**config.mk**
```make
export PLATFORM = sky130hd
export DESIGN_NAME = l1_access_scheduler
export DESIGN_NICKNAME = d
export VERILOG_FILES = /design/src/rtl/l1_access_scheduler.sv
export SDC_FILE = /design/constraint.sdc
export NUM_CORES = 1
export LEC_CHECK = 0
export ABC_AREA = 1
export BUFFER_PORTS_ARGS = -buffer_cell sky130_fd_sc_hd__buf_2
export CAP_MARGIN = 20
export CORE_AREA = 3 3 126 79
export DETAILED_ROUTE_END_ITERATION = 12
export DIE_AREA = 0 0 129 82
export GPL_ROUTABILITY_DRIVEN = 1
export PLACE_DENSITY_LB_ADDON = 0.1
export SETUP_SLACK_MARGIN = 0.3
export SLEW_MARGIN = 40
export SYNTH_ARGS = -nofsm -noshare
export SYNTH_HDL_FRONTEND = slang
export SYNTH_SLANG_ARGS = --single-unit
```
**constraint.sdc**
```tcl
create_clock -name clk -period 1.6 [get_ports clk]
set_clock_uncertainty 0.15 [all_clocks]
set_input_delay 0.32 -clock clk [delete_from_list [all_inputs] [get_ports clk]]
set_output_delay 0.32 -clock clk [all_outputs]
set_load 0.01 [all_outputs]
```
**src/rtl/l1_access_scheduler.sv**
```systemverilog
// Lookup-port scheduler for the split L1: arbitrates snoop / data / ifetch requests,
// keeps one lookup in flight with a bounded wait, and walks every set on a cache clear.
module l1_access_scheduler #(
  parameter int ADDR_W  = 32,
  parameter int IDX_W   = 14,
  parameter int TIMEOUT = 255
) (
  input  logic              clk,
  input  logic              rst_n,
  input  logic              i_d_req_valid,
  output logic              o_d_req_ready,
  input  logic              i_d_req_wr,
  input  logic [ADDR_W-1:0] i_d_req_addr,
  input  logic              i_i_req_valid,
  output logic              o_i_req_ready,
  input  logic [ADDR_W-1:0] i_i_req_addr,
  input  logic              i_s_req_valid,
  output logic              o_s_req_ready,
  input  logic              i_s_req_kind,
  input  logic [ADDR_W-1:0] i_s_req_addr,
  input  logic              i_clr_req,
  output logic              o_lk_valid,
  output logic [3:0]        o_lk_cmd,
  output logic [ADDR_W-1:0] o_lk_addr,
  input  logic              i_lk_done,
  output logic              o_clr_valid,
  output logic [IDX_W-1:0]  o_clr_index,
  output logic              o_clr_busy,
  output logic              o_err_timeout
);

  typedef enum logic [1:0] {S_IDLE, S_ISSUE, S_WAIT, S_CLEAR} state_t;

  localparam logic [8:0] TO_LIM = 9'(TIMEOUT);

  state_t              r_state;
  state_t              w_next;
  logic                r_rr_last;
  logic                r_clr_pending;
  logic [7:0]          r_wait_cnt;
  logic [IDX_W-1:0]    r_clr_idx;
  logic [3:0]          r_lk_cmd;
  logic [ADDR_W-1:0]   r_lk_addr;

  logic                w_arb_en;
  logic                w_s_win;
  logic                w_d_win;
  logic                w_i_win;
  logic                w_accept;
  logic [8:0]          w_wait_inc;
  logic                w_timeout;
  logic                w_clr_last;
  logic [3:0]          w_cmd;
  logic [ADDR_W-1:0]   w_addr;

  // rst_n gates arbitration so no ready leaks out while reset is held
  assign w_arb_en   = rst_n && (r_state == S_IDLE) && !r_clr_pending;
  assign w_s_win    = i_s_req_valid;
  assign w_d_win    = !i_s_req_valid && i_d_req_valid && (!i_i_req_valid || r_rr_last);
  assign w_i_win    = !i_s_req_valid && i_i_req_valid && (!i_d_req_valid || !r_rr_last);

  assign o_s_req_ready = w_arb_en && w_s_win;
  assign o_d_req_ready = w_arb_en && w_d_win;
  assign o_i_req_ready = w_arb_en && w_i_win;
  assign w_accept      = o_s_req_ready || o_d_req_ready || o_i_req_ready;

  // Threshold is checked against the post-increment count, so the abort lands
  // on the TIMEOUT-th WAIT cycle; a done in that same cycle still wins.
  assign w_wait_inc = {1'b0, r_wait_cnt} + 9'd1;
  assign w_timeout  = (r_state == S_WAIT) && !i_lk_done && (w_wait_inc == TO_LIM);
  assign w_clr_last = &r_clr_idx;

  always_comb begin
    w_cmd  = {3'b000, i_d_req_wr};
    w_addr = i_d_req_addr;
    if (o_s_req_ready) begin
      w_cmd  = i_s_req_kind ? 4'd4 : 4'd3;
      w_addr = i_s_req_addr;
    end else if (o_i_req_ready) begin
      w_cmd  = 4'd2;
      w_addr = i_i_req_addr;
    end
  end

  always_ff @(posedge clk or negedge rst_n) begin
    if (!rst_n) r_state <= S_IDLE;
    else        r_state <= w_next;
  end

  // A fresh clr_req in an otherwise idle cycle starts the walk at once
  always_comb begin
    w_next = r_state;
    case (r_state)
      S_IDLE: begin
        if (r_clr_pending)  w_next = S_CLEAR;
        else if (w_accept)  w_next = S_ISSUE;
        else if (i_clr_req) w_next = S_CLEAR;
      end
      S_ISSUE: w_next = S_WAIT;
      S_WAIT:  if (i_lk_done || w_timeout) w_next = S_IDLE;
      S_CLEAR: if (w_clr_last) w_next = S_IDLE;
      default: w_next = S_IDLE;
    endcase
  end

  always_ff @(posedge clk or negedge rst_n) begin
    if (!rst_n) begin
      r_rr_last     <= 1'b1;
      r_clr_pending <= 1'b0;
      r_wait_cnt    <= '0;
      r_clr_idx     <= '0;
      r_lk_cmd      <= '0;
      r_lk_addr     <= '0;
    end else begin
      if (w_accept) begin
        r_lk_cmd  <= w_cmd;
        r_lk_addr <= w_addr;
      end
      if (o_d_req_ready)      r_rr_last <= 1'b0;
      else if (o_i_req_ready) r_rr_last <= 1'b1;
      if (r_state == S_WAIT) r_wait_cnt <= w_wait_inc[7:0];
      else                   r_wait_cnt <= '0;
      if ((r_state == S_CLEAR) && w_clr_last)    r_clr_pending <= 1'b0;
      else if (i_clr_req && (r_state != S_CLEAR)) r_clr_pending <= 1'b1;
      // Index wraps back to 0 after the last set, ready for the next walk
      if (r_state == S_CLEAR) r_clr_idx <= r_clr_idx + 1'b1;
    end
  end

  always_comb begin
    o_lk_valid    = (r_state == S_ISSUE);
    o_clr_valid   = (r_state == S_CLEAR);
    o_clr_busy    = r_clr_pending || (r_state == S_CLEAR);
    o_err_timeout = w_timeout;
    o_lk_cmd      = r_lk_cmd;
    o_lk_addr     = r_lk_addr;
    o_clr_index   = r_clr_idx;
  end

endmodule
```
==> results.md <==
- The run finished, with violations left.
- The checks that failed: negative setup slack.
- The portion of the clock cycle consumed by the worst path in the final layout is 136%.
- Once the floorplan was initialized, standard cells occupied 39.1% of the core.
- The final number of hold-violating endpoints is 0.
- Of the synthesized area, sequential elements account for 43.5%.
- The overall overflow remaining after global route is 0.
- The number of I/O port buffers is 160.
- The repair_antennas step left the layout with diodes totalling 0.
- Counting tap cells, the placed design contains a total of 784 instances.
- The core occupancy in the finished layout is 78.3%.
- The clock transition at the registers of the reported paths is ~50 ps.
- The final worst-path setup slack is -580 ps.
- The initial antenna violation count is 0.
- The total area inside the core boundary comes to 0.00899 mm².
- The worst hold-check path type is input pin to asynchronous set/reset pin.
- In this run the deepest clock path goes through 2 buffers.
- The floorplan has 27 rows.
- Setup violations remaining at the end of the flow were counted as 46.
- Once detail routing completed, the nets flagged for antenna violations numbered 0.
- For this block, the initial DRC count from the detailed router was 326.
- Summed over all nets, the half-perimeter wirelength after detailed placement is ~8000 µm.
- Leaving out fill and tap cells, the most frequent cells in the layout are buf_2 (139), nand2_1 (116), buf_6 (68).
- TritonCTS built the clock tree.
- Counting the fill cells in the layout gives roughly 590.
- The global-route total usage across every layer is between 20% and 30%.
- The kind of critical path is flip-flop to primary output.
- The netlist area before placement is about 0.0035 mm².
- After detailed routing, the average wire length per cell comes to approximately 16 µm.
- In the routed design, unresolved DRC markers number 0.
- The post-detailed-route via-to-cell ratio is between 4 and 5.
- The async set or reset register ratio after synthesis is between 90% and 100%.
- In this run, CTS created clock tree buffers numbering 9.
- STA puts the critical path data arrival time at 1710 ps.
- The die area is 0.0106 mm².
- The area growth from synthesis to layout is 100%.
- The critical path data required time is approximately 1100 ps.
- The count of flip-flops with a built-in enable after synthesis is 0.
- Setup total negative slack on the finished layout was measured at -12750 ps.
- The first TritonRoute pass finished after 5 iterations.
- Across the run, the number of max-cap violations was 0.
- The top achievable clock speed is around 460 MHz.
- The final-report max-slew violation count was 0.
- The number of global-route vias before repair was around 4200.
- The worst slew margin relative to its limit is between 60% and 70%.
- After layout, the minimum clock period comes to approximately 2200 ps.
- The H-tree was split into 3 levels.
- IR analysis of the VDD net gives a maximum drop of 475 µV.
- The number of ports placed on the die boundary is between 150 and 200.
- The die extent in y is 82 µm.
- In this run, synthesis produced a sequential element count of 61.
- The net switching fraction of the power is a little under a quarter.
- The final standard cell count with taps included and fillers excluded is about 890.
- The post-synth net total is 595.
- The power per cell area is between 500 and 600 mW/mm².
- The clock insertion delay at the later pin of the skew report is 330 ps.
- The synthesized area per cell is roughly 7.2 µm².
- Along the worst path, the maximum fanout reaches 3.
- The total clock sinks is between 60 and 70.
- The gate count after technology mapping is 487.
- The congestion estimate from routability-driven global placement came to 0.859.
- For this block, the routed nets add up to roughly 14000 µm of wire.
- The kind of end point of the critical path is a primary output.
- The placed instances occupy a cell area of approximately 0.0048 mm².
- The commonest non-fill, non-tap cell in the layout is buf_2.
- The first global-routing pass estimated a little over 20000 µm of wire.
- The pre-CTS setup slack is -223 ps.
- The detailed router placed about 4400 vias in this run.
- The yosys synthesis warning count is 0.
- Setup repair after global routing could not meet its margin everywhere.
- The final design instance area without fill is ~0.0070 mm².
- Sequential cells account for 43.4% of the total power.
- The leakage power of the design is 0.00354 µW.
- The post-route netlist has between 50% and 60% of its cells at a drive strength greater than 1.
- The startpoint kind of the worst setup timing path is a flip-flop.
- The clock root buffer is clkbuf_16.
- The final net count is about 900.
- The largest net degree at the start of global routing is 62.
- The distinct cell type count after synthesis is 36.
- The internal portion of the total power is around 2800 µW.
- The analysis attributes to net switching a power of ~800 µW.
- Of the total power, combinational logic draws ~7.4%.
- The transition time at the pin with the least slew margin is 571 ps.
- In the synthesized netlist the dominant register cell turns out to be dfrtp_1.
- The share of total power dissipated in the clock network is between 40% and 50%.
- The horizontal die dimension is 129 µm.
-- registers in the layout, summed over array words and instances, names as in the netlist --
signal,flops
o_lk_addr,32
o_clr_index,14
o_lk_cmd,3
r_state,2
r_wait_cnt,8
r_clr_pending,1
r_rr_last,1
-- routing by layer --
layer  global-route usage (%)  up-vias  wire length (µm)
met4                     6.50        0               157
met5                        0        -                 0
met3                     6.17       16              1010
met2                     40.0      194              6520
li1                         -     2116                 -
met1                     34.4     2075              6370
-- what timing repair did --
action	CTS	global route
hold buffers	0	0
gates cloned	9	0
gates resized for setup	170	109
buffers inserted	50	33
endpoints found under the setup margin	106	112
pin swaps	50	43
-- cell type report --
cell class                      instances  area, µm²  share of cell area (%)
Multi-Input combinational cell        381       2500                    35.5
Inverter                               23        104                    1.48
Clock inverter                          2       10.0                   0.142
Timing Repair Buffer                  295       2490                    35.4
Sequential cell                        61       1540                    21.8
Tap cell                              116        145                    2.06
Clock buffer                           14        254                    3.61
-- through the flow --
step | hold slack, ps | power (µW)
final | 9.02 | 3560
after floorplan | -126 | 1630
after global routing | 60.0 | 3680
after global placement | 315 | 1810
after CTS | 84.7 | 3570
after detailed placement | 321 | 1810
-- power groups by stage --
stage	clock [µW]	combinational, µW	sequential (µW)
after floorplan	0	58.4	1570
after CTS	1770	257	1540
final	1750	264	1540
after global routing	1850	291	1540
after detailed placement	0	238	1570
after global placement	0	234	1570
-- path summary, 6_finish.rpt --
check,from,endpoint,slack [ps],cells past startpoint
worst min register to register,o_lk_addr[19]$_DFFE_PN0P_,o_lk_addr[19]$_DFFE_PN0P_,360,2
worst max-delay path,r_wait_cnt[0]$_DFF_PN0_,o_err_timeout,-580,8
max in group asynchronous,rst_n,r_wait_cnt[2]$_DFF_PN0_,850,2
worst min-delay path,rst_n,o_lk_addr[28]$_DFFE_PN0P_,9,2
worst max register to register,r_wait_cnt[0]$_DFF_PN0_,r_state[1]$_DFFE_PN0P_,-470,13
min in group clk,i_s_req_kind,o_lk_cmd[2]$_DFFE_PN0P_,110,3
-- logic make-up after synthesis --
| logic type | Yosys count | synth area share, % |
|---|---|---|
| and+or+nand+nor | 318 | 38.1 |
| DFF | 61 | 43.5 |
| AOI/OAI and AO/OA | 46 | 7.76 |
| buffers and inverters | 45 | 6.23 |
| xor gates and xnor gates | 13 | 3.24 |
| adders and majority gates | 3 | 1.07 |
| other | 1 | 0.107 |
-- critical path: stages (launching register included) --
cell and delay [ps]:
dfrtp_1 390, buf_4 150, nand3_2 90, o21bai_1 190, nand2_2 80, nor2_2 130, nand3_2 100, nor3_2 100
buf_2 140
-- cell usage after synthesis (5+ instances only) --
cell type    n  area [µm²]
buf_2       13        65.1
nand3_1     53         265
xor2_1       8        70.1
nor2_1      83         312
nand2_1    165         619
xnor2_1      5        43.8
dfrtp_1     60        1500
inv_1       20        75.1
a21oi_1     35         175
(Power assumes the default switching activity.)
